<file path="src/rtl/adq_pkg.sv">
// Shared types and defaults for the acquisition scan sequencer.
package adq_pkg;

  typedef enum logic [2:0] {
    S_IDLE, S_SEL, S_SOC, S_WAIT, S_WRITE, S_NEXT, S_DONE, S_ERR
  } state_t;

  localparam int N_CH_DEF    = 4;
  localparam int DATA_W_DEF  = 12;
  localparam int CNT_W_DEF   = 8;
  localparam int TIMEOUT_DEF = 255;

  // Mux select width; a single-bit select is kept even for degenerate sizes.
  function automatic int ch_w(input int n);
    return (n < 2) ? 1 : $clog2(n);
  endfunction

endpackage

</file>
<file path="src/rtl/adq_scan_ctrl_if.sv">
// ADC/mux/buffer datapath port: the sequencer is master, the datapath is slave.
interface adq_scan_ctrl_if #(
  parameter int N_CH   = adq_pkg::N_CH_DEF,
  parameter int DATA_W = adq_pkg::DATA_W_DEF
);
  localparam int CHW = adq_pkg::ch_w(N_CH);

  logic [CHW-1:0]        ch_sel;
  logic                  soc;
  logic                  eoc;
  logic [DATA_W-1:0]     adc_data;
  logic                  wr_en;
  logic                  wr_ready;
  logic [CHW+DATA_W-1:0] wr_data;

  modport master (output ch_sel, soc, wr_en, wr_data, input eoc, adc_data, wr_ready);
  modport slave  (input ch_sel, soc, wr_en, wr_data, output eoc, adc_data, wr_ready);
endinterface

</file>
<file path="src/rtl/adq_ch_pick.sv">
// Finds the lowest enabled channel (first mode) or the lowest enabled channel above cur (next mode).
module adq_ch_pick import adq_pkg::*; #(
  parameter int  N_CH = N_CH_DEF,
  localparam int CHW  = ch_w(N_CH)
) (
  input  logic [N_CH-1:0] mask,
  input  logic [CHW-1:0]  cur,
  input  logic            mode_next,
  output logic [CHW-1:0]  ch,
  output logic            found
);
  // Descending scan so the last hit written is the lowest qualifying index.
  always_comb begin
    ch    = '0;
    found = 1'b0;
    for (int i = N_CH - 1; i >= 0; i--) begin
      if (mask[i] && (!mode_next || i > int'(cur))) begin
        ch    = CHW'(i);
        found = 1'b1;
      end
    end
  end
endmodule

</file>
<file path="src/rtl/adq_scan_ctrl.sv">
// Multi-channel scan sequencer: steps the mux over enabled channels, converts each,
// and pushes {channel, result} to the sample buffer for n_scans full scans.
module adq_scan_ctrl import adq_pkg::*; #(
  parameter int N_CH    = N_CH_DEF,
  parameter int DATA_W  = DATA_W_DEF,
  parameter int CNT_W   = CNT_W_DEF,
  parameter int TIMEOUT = TIMEOUT_DEF
) (
  input  logic                 clk,
  input  logic                 rst,
  input  logic                 init,
  input  logic                 abort,
  input  logic [N_CH-1:0]      ch_mask,
  input  logic [CNT_W-1:0]     n_scans,
  adq_scan_ctrl_if.master      dp,
  output logic                 busy,
  output logic                 done,
  output logic                 err_timeout,
  output logic [CNT_W-1:0]     scan_cnt
);
  localparam int CHW = ch_w(N_CH);
  localparam int TW  = $clog2(TIMEOUT + 1);

  state_t                state, state_nxt;
  logic [N_CH-1:0]       mask_q;
  logic [CNT_W-1:0]      nsc_q;
  logic [CNT_W-1:0]      scan_nxt;
  logic [TW-1:0]         tmr;
  logic [CHW-1:0]        ch_sel_q;
  logic [CHW+DATA_W-1:0] wr_data_q;
  logic                  idle_st;

  // Picker 0: lowest enabled (live mask while idle, latched mask otherwise).
  // Picker 1: next enabled above the current channel.
  logic [1:0][N_CH-1:0]  pk_mask;
  logic [1:0][CHW-1:0]   pk_ch;
  logic [1:0]            pk_found;

  assign idle_st    = state inside {S_IDLE, S_DONE, S_ERR};
  assign pk_mask[0] = idle_st ? ch_mask : mask_q;
  assign pk_mask[1] = mask_q;
  assign scan_nxt   = scan_cnt + 1'b1;

  for (genvar g = 0; g < 2; g++) begin : g_pick
    adq_ch_pick #(.N_CH(N_CH)) u_pick (
      .mask      (pk_mask[g]),
      .cur       (ch_sel_q),
      .mode_next (1'(g)),
      .ch        (pk_ch[g]),
      .found     (pk_found[g])
    );
  end

  always_ff @(posedge clk or negedge rst) begin
    if (!rst) state <= S_IDLE;
    else      state <= state_nxt;
  end

  always_comb begin
    state_nxt = state;
    case (state)
      S_IDLE, S_DONE, S_ERR:
        if (init) state_nxt = (ch_mask == '0 || n_scans == '0) ? S_DONE : S_SEL;
      S_SEL:   state_nxt = S_SOC;
      S_SOC:   state_nxt = S_WAIT;
      S_WAIT:
        if (dp.eoc)                        state_nxt = S_WRITE;
        else if (tmr == TW'(TIMEOUT - 1)) state_nxt = S_ERR;
      S_WRITE: if (dp.wr_ready) state_nxt = S_NEXT;
      S_NEXT:
        if (pk_found[1])            state_nxt = S_SEL;
        else if (scan_nxt == nsc_q) state_nxt = S_DONE;
        else                        state_nxt = S_SEL;
      default: state_nxt = S_IDLE;
    endcase
    if (abort) state_nxt = S_IDLE;
  end

  always_ff @(posedge clk or negedge rst) begin
    if (!rst) begin
      mask_q    <= '0;
      nsc_q     <= '0;
      scan_cnt  <= '0;
      tmr       <= '0;
      ch_sel_q  <= '0;
      wr_data_q <= '0;
    end else if (!abort) begin
      case (state)
        S_IDLE, S_DONE, S_ERR:
          if (init) begin
            mask_q   <= ch_mask;
            nsc_q    <= n_scans;
            scan_cnt <= '0;
            if (pk_found[0]) ch_sel_q <= pk_ch[0];
          end
        S_SOC: tmr <= '0;
        S_WAIT:
          if (dp.eoc) wr_data_q <= {ch_sel_q, dp.adc_data};
          else        tmr       <= tmr + 1'b1;
        S_NEXT:
          if (pk_found[1]) ch_sel_q <= pk_ch[1];
          else begin
            scan_cnt <= scan_nxt;
            if (scan_nxt != nsc_q) ch_sel_q <= pk_ch[0];
          end
        default: ;
      endcase
    end
  end

  assign dp.ch_sel   = ch_sel_q;
  assign dp.soc      = (state == S_SOC);
  assign dp.wr_en    = (state == S_WRITE);
  assign dp.wr_data  = wr_data_q;
  assign busy        = !idle_st;
  assign done        = (state == S_DONE);
  assign err_timeout = (state == S_ERR);
endmodule

</file>
<file path="src/flat_wrapper.sv">
// flat-port wrapper written by rule: the top's interface ports become plain ports
module adq_scan_ctrl_flat import adq_pkg::*;
#(
  parameter int N_CH    = N_CH_DEF,
  parameter int DATA_W  = DATA_W_DEF,
  parameter int CNT_W   = CNT_W_DEF,
  parameter int TIMEOUT = TIMEOUT_DEF
)
  (clk, rst, init, abort, ch_mask, n_scans, busy, done, err_timeout, scan_cnt, dp_ch_sel, dp_soc, dp_wr_en, dp_wr_data, dp_eoc, dp_adc_data, dp_wr_ready);
  adq_scan_ctrl_if #(.N_CH(N_CH), .DATA_W(DATA_W)) dp_i ();
  input  logic clk;
  input  logic rst;
  input  logic init;
  input  logic abort;
  input  logic [N_CH-1:0] ch_mask;
  input  logic [CNT_W-1:0] n_scans;
  output logic busy;
  output logic done;
  output logic err_timeout;
  output logic [CNT_W-1:0] scan_cnt;
  output wire logic [$bits(dp_i.ch_sel)-1:0] dp_ch_sel;
  output wire logic [$bits(dp_i.soc)-1:0] dp_soc;
  output wire logic [$bits(dp_i.wr_en)-1:0] dp_wr_en;
  output wire logic [$bits(dp_i.wr_data)-1:0] dp_wr_data;
  input wire logic [$bits(dp_i.eoc)-1:0] dp_eoc;
  input wire logic [$bits(dp_i.adc_data)-1:0] dp_adc_data;
  input wire logic [$bits(dp_i.wr_ready)-1:0] dp_wr_ready;
  assign dp_ch_sel = dp_i.ch_sel;
  assign dp_soc = dp_i.soc;
  assign dp_wr_en = dp_i.wr_en;
  assign dp_wr_data = dp_i.wr_data;
  assign dp_i.eoc = dp_eoc;
  assign dp_i.adc_data = dp_adc_data;
  assign dp_i.wr_ready = dp_wr_ready;
  adq_scan_ctrl #(.N_CH(N_CH), .DATA_W(DATA_W), .CNT_W(CNT_W), .TIMEOUT(TIMEOUT)) u_core (.clk(clk), .rst(rst), .init(init), .abort(abort), .ch_mask(ch_mask), .n_scans(n_scans), .dp(dp_i), .busy(busy), .done(done), .err_timeout(err_timeout), .scan_cnt(scan_cnt));
endmodule
</file>
<file path="config.mk">
export PLATFORM = sky130hd
export DESIGN_NAME = adq_scan_ctrl_flat
export DESIGN_NICKNAME = d
export VERILOG_FILES = /design/src/rtl/adq_pkg.sv /design/src/rtl/adq_scan_ctrl_if.sv /design/src/rtl/adq_ch_pick.sv /design/src/rtl/adq_scan_ctrl.sv /design/src/flat_wrapper.sv
export SDC_FILE = /design/constraint.sdc
export NUM_CORES = 1
export LEC_CHECK = 0
export CELL_PAD_IN_SITES_DETAIL_PLACEMENT = 0
export CELL_PAD_IN_SITES_GLOBAL_PLACEMENT = 1
export CORE_MARGIN = 10
export CORE_UTILIZATION = 39
export CTS_CLUSTER_SIZE = 25
export DETAILED_ROUTE_END_ITERATION = 8
export HOLD_SLACK_MARGIN = 0.02
export MAX_ROUTING_LAYER = met4
export PLACE_DENSITY = 0.81
export SYNTH_ARGS = -nofsm -noshare
export SYNTH_HDL_FRONTEND = slang
export SYNTH_SLANG_ARGS = --single-unit
</file>
<file path="constraint.sdc">
create_clock -name clk -period 3 [get_ports clk]
set_clock_uncertainty 0.15 [all_clocks]
set_input_delay 0.9 -clock clk [delete_from_list [all_inputs] [get_ports clk]]
set_output_delay 0.9 -clock clk [all_outputs]
set_load 0.1 [all_outputs]
</file>
==> results of run 1 <==
-- cell families after synthesis --
kind of cell    synth area share
buf+inv                   0.0375
xor+xnor                  0.0432
mux                        0.114
compound gates             0.160
simple gates               0.184
fa+ha+maj                 0.0142
flops                      0.446
-- cell usage in the layout, fill, tap and decap left out, drive strengths merged, types with 2 or more instances in the layout --
cell,n
dfrtp,47
buf,47
clkdlybuf4s50,28
mux2,25
nor2,24
nand2,18
o21ai,16
a21oi,11
inv,10
xor2,9
nand2b,6
nand3,6
clkbuf,6
a2111oi,6
and3,5
nand4,5
nand3b,4
xnor2,4
and2,4
nor3,4
o21bai,3
nor2b,3
nor4,3
a211oi,3
o31ai,3
ha,3
or3,3
o211ai,2
mux2i,2
a21o,2
o41ai,2
or2,2
-- Yosys cell counts, drive strengths merged (2+ instances only) --
cell type	number	area [um2]
a2111oi	6	53.8
a211oi	3	22.5
a21o	2	15.0
a21oi	11	55.1
and2	4	25.0
and3	5	31.3
buf	6	42.5
clkbuf	6	22.5
dfrtp	47	1180
ha	3	37.5
inv	9	33.8
mux2	25	282
mux2i	2	20.0
nand2	18	75.1
nand2b	6	37.5
nand3	6	30.0
nand3b	4	30.0
nand4	5	31.3
nor2	24	92.6
nor2b	3	18.8
nor3	4	20.0
nor4	3	18.8
o211ai	2	15.0
o21ai	16	80.1
o21bai	3	22.5
o31ai	3	22.5
o41ai	2	32.5
or2	2	12.5
or3	3	23.8
xnor2	4	35.0
xor2	9	78.8
-- routing by layer --
metal  track usage  vias up  share of wire
li1              -     1098              -
met1         0.188     1088           0.49
met2         0.212       62           0.45
met3        0.0337        7          0.049
met4        0.0293        0         0.0084
met5             -        -              0
-- flip-flops by register name (all words and copies together) (netlist names) --
register	flops
u_core.dp.wr_data	14
u_core.nsc_q	8
u_core.scan_cnt	8
u_core.tmr	8
u_core.mask_q	4
u_core.state	3
u_core.dp.ch_sel	2
-- worst paths after layout --
check / from / end / slack (ns) / depth (start not counted)
hold reg to reg: u_core.dp.wr_data[2]$_DFFE_PN0P_ / u_core.dp.wr_data[2]$_DFFE_PN0P_ / 0.37 / 1
hold / removal: u_core.dp.wr_data[2]$_DFFE_PN0P_ / u_core.dp.wr_data[2]$_DFFE_PN0P_ / 0.37 / 1
setup / recovery: init / u_core.state[1]$_DFFE_PN0P_ / 0.39 / 8
max in group asynchronous: rst / u_core.scan_cnt[0]$_DFFE_PN0P_ / 2.06 / 2
min in group asynchronous: rst / u_core.dp.wr_data[9]$_DFFE_PN0P_ / 0.41 / 2
setup reg to reg: u_core.state[1]$_DFFE_PN0P_ / u_core.scan_cnt[6]$_DFFE_PN0P_ / 0.58 / 6
-- power groups by stage --
| stage | clock network, mW | registers [mW] | logic, mW |
|---|---|---|---|
| after global placement | 0 | 1.07 | 2.38 |
| after CTS | 0.519 | 1.08 | 2.40 |
| final | 0.501 | 1.08 | 2.39 |
| after detailed placement | 0 | 1.09 | 2.40 |
| after floorplan | 0 | 1.84 | 1.00 |
| after global routing | 0.544 | 1.11 | 2.54 |
-- layout make-up --
| cell class | count | area [um2] |
|---|---|---|
| fillers | 595 | 2950 |
| repair buffers | 75 | 718 |
| clock buffers | 6 | 82.6 |
| clock inverters | 2 | 38.8 |
| well taps | 77 | 96.3 |
| flip-flops and latches | 47 | 1180 |
| multi-input cells | 194 | 1370 |
| inverters | 9 | 33.8 |
==> run summary, run 1 <==
=========================================================================================
Cell family contributing the most delay on the critical path                 compound AO/OA/AOI/OAI gates
Final-stage net count                                                                 365
Outcome                                                                      finished, final reports clean
Setup violators final                                                                   0
Setup slack at placement                                                        0.0822 ns
Post-route fraction of the period consumed by the critical path                     0.870
Synthesized netlist net count                                                         295
Achievable clock frequency                                                        383 MHz
Final core utilization                                                              0.544
First-pass GRT wire length                                                       11500 um
Synthesis-to-layout area growth                                                     33.3%
Relative max-transition margin                                                      0.599
Part of the total power dissipated in combinational logic                           0.602
# clock sinks                                                                          47
Psw                                                                               2.06 mW
EDFF count, synth                                                                       0
Drt first-iter violations                                                             123
Total Routing Usage GR                                                              0.141
Yosys reg bits                                                                         47
Sequential share of the synthesized area                                            0.446
DRT Wirelength                                                                    6750 um
Average cell area after synthesis                                                10.1 um2
Number of warnings reported in the yosys synthesis log                                  0
Number of library cell types mapped by synthesis                                       53
Number of buffers created by CTS                                                        5
Max Root-Sink Buffers                                                                   2
Horizontal die dimension                                                           102 um
Floorplan die height                                                               102 um
Sum of internal, switching and leakage power                                      3.97 mW
Starting density of the core                                                        0.408
Setup repair after global routing missed its margin                                    no
Diode insertion count for antenna repair                                                0
# rows                                                                                 29
Setup repair bufs after CTS                                                             0
Vias after detailed routing                                                          2255
Overflow after GRT                                                                      0
Instance area at placement                                                    0.00339 mm2
Number of pins with negative max-slew slack in the final report                         0
CTS tree                                                                            built
Element type at the critical path start                                      primary input
Number of hold buffers added after CTS                                                  0
Iteration count of the initial detailed-routing pass                                    5
Leakage power total                                                               1.57 nW
Post-detailed-route count of antenna-violating nets                                     0
Sum of negative setup slack                                                          0 ns
Number of instances resized during post-cts repair                                      0
Core Area                                                                     0.00646 mm2
Clock network fraction of design power                                              0.126
Maximum number of pins on one net before global-route repair                           48
Worst-Margin Slew                                                                0.586 ns
Part of the power in registers                                                      0.272
Port bufs                                                                              58
Master of the slowest instance on the critical path                          sky130_fd_sc_hd__clkdlybuf4s50_1
Placed wire-length estimate after detailed placement                              5210 um
WP data arrival                                                                   2.68 ns
Total DRC errors in the routed layout                                                   0
P per Cell Area                                                               1130 mW/mm2
Routed length per placed instance                                                 16.5 um
Share of cells above drive strength 1                                               0.270
Max-Cap Viols                                                                           0
Hold_ws                                                                          0.369 ns
Final standard cell area without fillers                                      0.00351 mm2
VDD IR max                                                                       0.903 mV
Vias in the first global route                                                       2328
DR vias/cell                                                                         5.50
Crit-path max cell delay                                                          0.41 ns
Number of antenna violations at the first check in global routing                       0
Critical path type                                                           primary input to register
Sw Share                                                                            0.519
Full die area                                                                  0.0104 mm2
Proportion of register bits with asynchronous set or reset after synthesis           1.00
Maximum fanout encountered on the critical timing path                                  5
Clock-pin slew on the worst setup and hold paths                                  0.09 ns
Master cell of the clock root buffer                                         sky130_fd_sc_hd__clkbuf_8
Endpoint required time on the critical path                                       3.07 ns
Min Clock Period, post-route                                                      2.61 ns
Count of endpoints failing hold in the final timing report                              0
Global placer's final weighted congestion                                           0.843
CTS H-tree depth                                                                        2
Nature of the critical path endpoint                                             register
Path type of the worst min-delay path                                        register to register
I/O pins                                                                               59
Post-Layout Cell Count                                                                410
Post-Synthesis Cell Area                                                      0.00264 mm2
Insertion delay to the later sink of the worst-skew pair                          0.30 ns
Count of placed standard cells including taps                                         402
Sum of buffers and inverters on the critical path                                       2
Final setup margin                                                               0.389 ns
Internal portion of total power                                                   1.91 mW
Leading register cell type out of synthesis                                  sky130_fd_sc_hd__dfrtp_1
Cells after synthesis                                                                 262
Crit-path cells                                                              clkdlybuf4s50_1, nor2b_1, a2111oi_0, buf_4, o21bai_1, a21oi_1, a211o_1, a31oi_1
=========================================================================================
No activity file was read; power rests on OpenSTA's default activity.
==> run 2: changes to the inputs <==
Settings changed: CORE_UTILIZATION 39 to 35, PLACE_DENSITY 0.81 to 0.76.
Clock period 3 ns to 2.2 ns, I/O delays scaled along.
==> run 2 against run 1 <==
Net effect: the flow now finishes with violations (negative setup slack); clock power up 11%; total power up 66%; cell count up 17%; via count up 10%; sequential power up 39%; register-to-register slack worse by 0.69 ns; first-iteration DRC count down 28%; clock-buffer cell count up 1.
==> run summary, run 2 (same netlist as run 1, synthesis figures left out) <==
================================================================================
Outcome                                                             complete, but fails checks
Failing checks                                                      negative setup slack
Worst-Margin Slew                                                       0.461 ns
Most frequent cells in the layout                                   sky130_fd_sc_hd__buf_4 (52), sky130_fd_sc_hd__dfrtp_1 (38), sky130_fd_sc_hd__buf_12 (33)
Placed wire-length estimate after detailed placement                     5780 um
Vias after detailed routing                                                 2484
Final standard cell area without fillers                             0.00448 mm2
Floorplan die height                                                      107 um
First-pass GRT wire length                                              12300 um
Iteration count of the initial detailed-routing pass                           4
Vias in the first global route                                              2378
Leakage power total                                                      1.96 nW
# rows                                                                        31
Number of buffers created by CTS                                               5
Total Routing Usage GR                                                     0.136
WP data arrival                                                          1.54 ns
Part of the total power dissipated in combinational logic                  0.689
Post-route fraction of the period consumed by the critical path             1.07
Instance area at placement                                           0.00400 mm2
Full die area                                                         0.0114 mm2
Horizontal die dimension                                                  107 um
Number of antenna violations at the first check in global routing              0
Path type of the worst min-delay path                               primary input to async pin
Maximum number of pins on one net before global-route repair                  32
Global placer's final weighted congestion                                  0.862
Insertion delay to the later sink of the worst-skew pair                 0.30 ns
Largest register FFs                                                          14
Filler cell count                                                            623
Setup repair after global routing missed its margin                          yes
Critical path type                                                  register to output port
Master cell of the clock root buffer                                sky130_fd_sc_hd__clkbuf_8
Post-detailed-route count of antenna-violating nets                            0
Diode insertion count for antenna repair                                       0
Max-Cap Viols                                                                  0
DR vias/cell                                                                5.20
Element type at the critical path start                                 register
Count of endpoints failing hold in the final timing report                     0
Drt first-iter violations                                                     88
Total DRC errors in the routed layout                                          0
Final setup margin                                                     -0.152 ns
Part of the power in registers                                             0.227
Minimum setup slack among reg-to-reg paths                              -0.11 ns
DRT Wirelength                                                           7860 um
# clock sinks                                                                 47
Port bufs                                                                     58
Clock-pin slew on the worst setup and hold paths                         0.09 ns
Min Clock Period, post-route                                             2.35 ns
Sw Share                                                                   0.485
Maximum fanout encountered on the critical timing path                         2
Clock network fraction of design power                                     0.084
Synthesis-to-layout area growth                                            70.0%
Max Root-Sink Buffers                                                          2
Endpoint required time on the critical path                              1.39 ns
Share of cells above drive strength 1                                      0.480
Routed length per placed instance                                        16.4 um
R2R cell count                                                                 9
CTS tree                                                                   built
P per Cell Area                                                      1470 mW/mm2
CTS H-tree depth                                                               2
Setup slack at placement                                               -0.567 ns
Overflow after GRT                                                             0
Starting density of the core                                               0.361
Reg2reg start                                                       u_core.state[2]$_DFFE_PN0P_
Final core utilization                                                     0.614
Psw                                                                      3.20 mW
Internal portion of total power                                          3.40 mW
Core Area                                                            0.00729 mm2
Relative max-transition margin                                             0.690
Leading cell type in the layout, fill and taps excluded             sky130_fd_sc_hd__buf_4
Achievable clock frequency                                               425 MHz
I/O pins                                                                      59
Nature of the critical path endpoint                                 output port
Final-stage net count                                                        411
Number of pins with negative max-slew slack in the final report                0
Setup violators final                                                         20
R2R Path End                                                        u_core.state[1]$_DFFE_PN0P_
VDD IR max                                                               1.22 mV
================================================================================
run 2: cell count changes in the layout (fill, tap and decap cells not counted), sizes merged:
cell | previous run | this run
clkdlybuf4s50 | 28 | 24
clkbuf | 6 | 7
buf | 47 | 93
dlymetal6s2s | 0 | 3
clkinvlp | 0 | 1
inv | 10 | 8
bufinv | 1 | 0
clkinv | 0 | 1
dlygate4sd2 | 0 | 1
run 2: power by group through the flow:
stage | sequential, mW | combinational [mW] | clock (mW)
2_1_floorplan | 2.53 | 1.41 | 0
3_3_place_gp | 1.48 | 4.01 | 0
3_5_place_dp | 1.50 | 4.04 | 0
4_1_cts | 1.49 | 4.22 | 0.589
5_1_grt | 1.54 | 4.78 | 0.629
6_report | 1.50 | 4.54 | 0.557
run 2: critical path: stages, from the launching register on:
cell	delay [ns]
sky130_fd_sc_hd__dfrtp_1	0.39
sky130_fd_sc_hd__or3_4	0.41
sky130_fd_sc_hd__nand2_4	0.07
sky130_fd_sc_hd__buf_6	0.10
sky130_fd_sc_hd__clkinvlp_4	0.10
sky130_fd_sc_hd__buf_12	0.18
run 2: timing repair:
action                                  CTS  global route
hold buffers                              0             0
endpoints found under the setup margin   20            20
buffers inserted                          4            16
resized for setup                        16            52
pin swaps                                 8            13
run 2: per-stage QoR:
step                TNS [ns]  hold slack (ns)  power [mW]  instances
floorplan              -2.12            0.214        3.94        262
global placement      -10.23            0.360        5.49        451
detailed placement    -10.74            0.365        5.54        451
CTS                   -0.187            0.131        6.29        463
global route           -2.64            0.138        6.95        478
finish                -0.732            0.133        6.60        478
run 2: cell type report:
cell class	instances	area (um2)	share of cell area
tap	99	124	0.0276
clock inverter	1	8.76	0.00195
inverter	9	40.0	0.00894
multi-input combinational	194	1600	0.358
timing repair buffer	121	1420	0.316
sequential	47	1200	0.268
clock buffer	7	86.3	0.0193
run 2: layer usage:
layer | share of wire | vias to the layer above | global-route usage
met5 | 0 | - | -
met4 | 0.010 | 0 | 0.0464
met3 | 0.066 | 6 | 0.0443
met2 | 0.47 | 74 | 0.196
met1 | 0.45 | 1216 | 0.175
li1 | - | 1188 | -
run 2: worst max path at each step:
| stage | endpoint | slack (ns) | start | depth (start not counted) |
|---|---|---|---|---|
| final | busy | -0.15 | u_core.state[0]$_DFFE_PN0P_ | 5 |
| after global routing | busy | -0.20 | u_core.state[0]$_DFFE_PN0P_ | 5 |
| after CTS | busy | -0.16 | u_core.state[0]$_DFFE_PN0P_ | 5 |
| after detailed placement | u_core.state[1]$_DFFE_PN0P_ | -0.57 | init | 8 |
| after global placement | u_core.state[1]$_DFFE_PN0P_ | -0.42 | init | 8 |
| after floorplan | u_core.scan_cnt[7]$_DFFE_PN0P_ | -0.26 | u_core.state[2]$_DFFE_PN0P_ | 10 |
==> run 3: changes to the inputs <==
Settings changed: ABC_CLOCK_PERIOD_IN_PS set to 2200, CTS_CLUSTER_SIZE 25 to 28, SETUP_SLACK_MARGIN set to 0.2.
==> run 3 against run 2 <==
Net effect: the flow still finishes with violations (negative setup slack); utilization up 4.2 points; setup slack got worse by 0.012 ns; combinational power rose by 5.7%; sequential share of layout area fell by 1.7 points; non-clock buffer count up 19; sequential power about the same; cell count grew 4.0%; fmax decreased by 0.51%; largest power group unchanged.
==> run summary, run 3 (same netlist as run 1, synthesis figures left out) <==
================================================================================
Outcome                                                             complete, but fails checks
Failing checks                                                      negative setup slack
Clock-pin slew on the worst setup and hold paths                         0.09 ns
Insertion delay to the later sink of the worst-skew pair                 0.30 ns
Port bufs                                                                     58
Sum of buffers and inverters on the critical path                              3
Leading cell type in the layout, fill and taps excluded             sky130_fd_sc_hd__buf_4
# rows                                                                        31
Part of the power in registers                                             0.215
Maximum number of pins on one net before global-route repair                  32
Final setup margin                                                     -0.164 ns
Post-detailed-route count of antenna-violating nets                            0
Worst-Margin Slew                                                       0.436 ns
Master cell of the clock root buffer                                sky130_fd_sc_hd__clkbuf_8
Sw Share                                                                   0.473
Element type at the critical path start                                 register
Setup violators final                                                         10
Synthesis-to-layout area growth                                            81.6%
Post-route fraction of the period consumed by the critical path             1.07
Most frequent cells in the layout                                   sky130_fd_sc_hd__buf_4 (59), sky130_fd_sc_hd__dfrtp_1 (37), sky130_fd_sc_hd__buf_12 (33)
DR vias/cell                                                                5.17
Starting density of the core                                               0.361
Drt first-iter violations                                                    105
Number of pins with negative max-slew slack in the final report                0
Number of stages on the worst setup path                                       5
Endpoint required time on the critical path                              1.39 ns
Vias after detailed routing                                                 2568
Placed wire-length estimate after detailed placement                     5830 um
Part of the total power dissipated in combinational logic                  0.692
P per Cell Area                                                      1450 mW/mm2
First-pass GRT wire length                                              13600 um
R2R cell count                                                                11
Setup repair after global routing missed its margin                          yes
Iteration count of the initial detailed-routing pass                           4
Routed length per placed instance                                        16.5 um
Crit-path max cell delay                                                 0.41 ns
Number of antenna violations at the first check in global routing              0
Path type of the worst min-delay path                               primary input to async pin
Critical path type                                                  register to output port
DRT Wirelength                                                           8200 um
Min Clock Period, post-route                                             2.36 ns
I/O pins                                                                      59
Overflow after GRT                                                             0
Nature of the critical path endpoint                                 output port
Final-stage net count                                                        430
Achievable clock frequency                                               423 MHz
Core Area                                                            0.00729 mm2
Filler cell count                                                            569
VDD IR max                                                              0.972 mV
Count of endpoints failing hold in the final timing report                     0
Setup slack at placement                                               -0.484 ns
CTS H-tree depth                                                               2
Instance area at placement                                           0.00412 mm2
Cell family contributing the most delay on the critical path        simple AND/OR/NAND/NOR gates
Maximum fanout encountered on the critical timing path                         3
Max-Cap Viols                                                                  0
Psw                                                                      3.28 mW
Crit-path cells                                                     or3_4, nand2_4, buf_6, clkinvlp_4, buf_12
Total Routing Usage GR                                                     0.148
Max Root-Sink Buffers                                                          2
Clock network fraction of design power                                     0.093
CTS tree                                                                   built
Full die area                                                         0.0114 mm2
Diode insertion count for antenna repair                                       0
Floorplan die height                                                      107 um
Sum of negative setup slack                                            -0.830 ns
Global placer's final weighted congestion                                  0.829
Internal portion of total power                                          3.66 mW
Largest register FFs                                                          14
Vias in the first global route                                              2603
Total DRC errors in the routed layout                                          0
Relative max-transition margin                                             0.709
Number of buffers created by CTS                                               5
Horizontal die dimension                                                  107 um
Share of cells above drive strength 1                                      0.545
# clock sinks                                                                 47
Master of the slowest instance on the critical path                 sky130_fd_sc_hd__or3_4
WP data arrival                                                          1.55 ns
Leakage power total                                                      2.04 nW
Final standard cell area without fillers                             0.00479 mm2
================================================================================
[run 3: layout make-up]
class | count | area (um2) | area share
Timing Repair Buffer | 140 | 1600 | 0.335
Sequential cell | 47 | 1200 | 0.252
Clock inverter | 3 | 43.8 | 0.00915
Clock buffer | 5 | 68.8 | 0.0144
Tap cell | 99 | 124 | 0.0259
Multi-Input combinational cell | 194 | 1700 | 0.356
Inverter | 9 | 40.0 | 0.00837
[run 3: layer usage]
layer  GRT usage  wire (um)  vias to the layer above
li1            -          -                     1231
met1       0.190       3700                     1279
met2       0.241       4170                       48
met3      0.0228        244                       10
met4      0.0319         89                        0
met5           -          0                        -
[run 3: worst paths after layout]
| path | start | end | slack (ns) |
|---|---|---|---|
| worst max-delay path | u_core.state[0]$_DFFE_PN0P_ | busy | -0.16 |
| worst min-delay path | rst | u_core.nsc_q[3]$_DFFE_PN0P_ | 0.13 |
| worst max register to register | u_core.state[2]$_DFFE_PN0P_ | u_core.scan_cnt[5]$_DFFE_PN0P_ | -0.12 |
| worst min register to register | u_core.nsc_q[1]$_DFFE_PN0P_ | u_core.nsc_q[1]$_DFFE_PN0P_ | 0.38 |
| max in group asynchronous | rst | u_core.dp.ch_sel[0]$_DFFE_PN0P_ | 1.24 |
| min in group clk | u_core.nsc_q[1]$_DFFE_PN0P_ | u_core.nsc_q[1]$_DFFE_PN0P_ | 0.38 |
[run 3: per-stage QoR]
step                 util  std cells  total power [mW]  hold slack (ns)
finish              0.656        497              6.94            0.134
CTS                 0.632        489              6.80            0.141
floorplan               -        262              4.01            0.214
detailed placement  0.566        463              5.64            0.365
global placement    0.566        463              5.60            0.362
global route        0.656        497              7.29            0.148
[run 3: timing repair]
| item | 4_1_cts | 5_1_grt |
|---|---|---|
| pin swaps | 27 | 8 |
| cloned | 0 | 0 |
| gates resized for setup | 72 | 26 |
| buffers inserted | 18 | 8 |
| hold endpoints to repair | 0 | 0 |
| endpoints found under the setup margin | 48 | 23 |
| hold buffers | 0 | 0 |
[run 3: power by group through the flow]
stage / clock network [mW] / registers [mW] / logic (mW)
finish: 0.647 / 1.49 / 4.80
global route: 0.702 / 1.54 / 5.05
CTS: 0.659 / 1.49 / 4.65
detailed placement: 0 / 1.50 / 4.14
global placement: 0 / 1.49 / 4.11
floorplan: 0 / 2.54 / 1.48
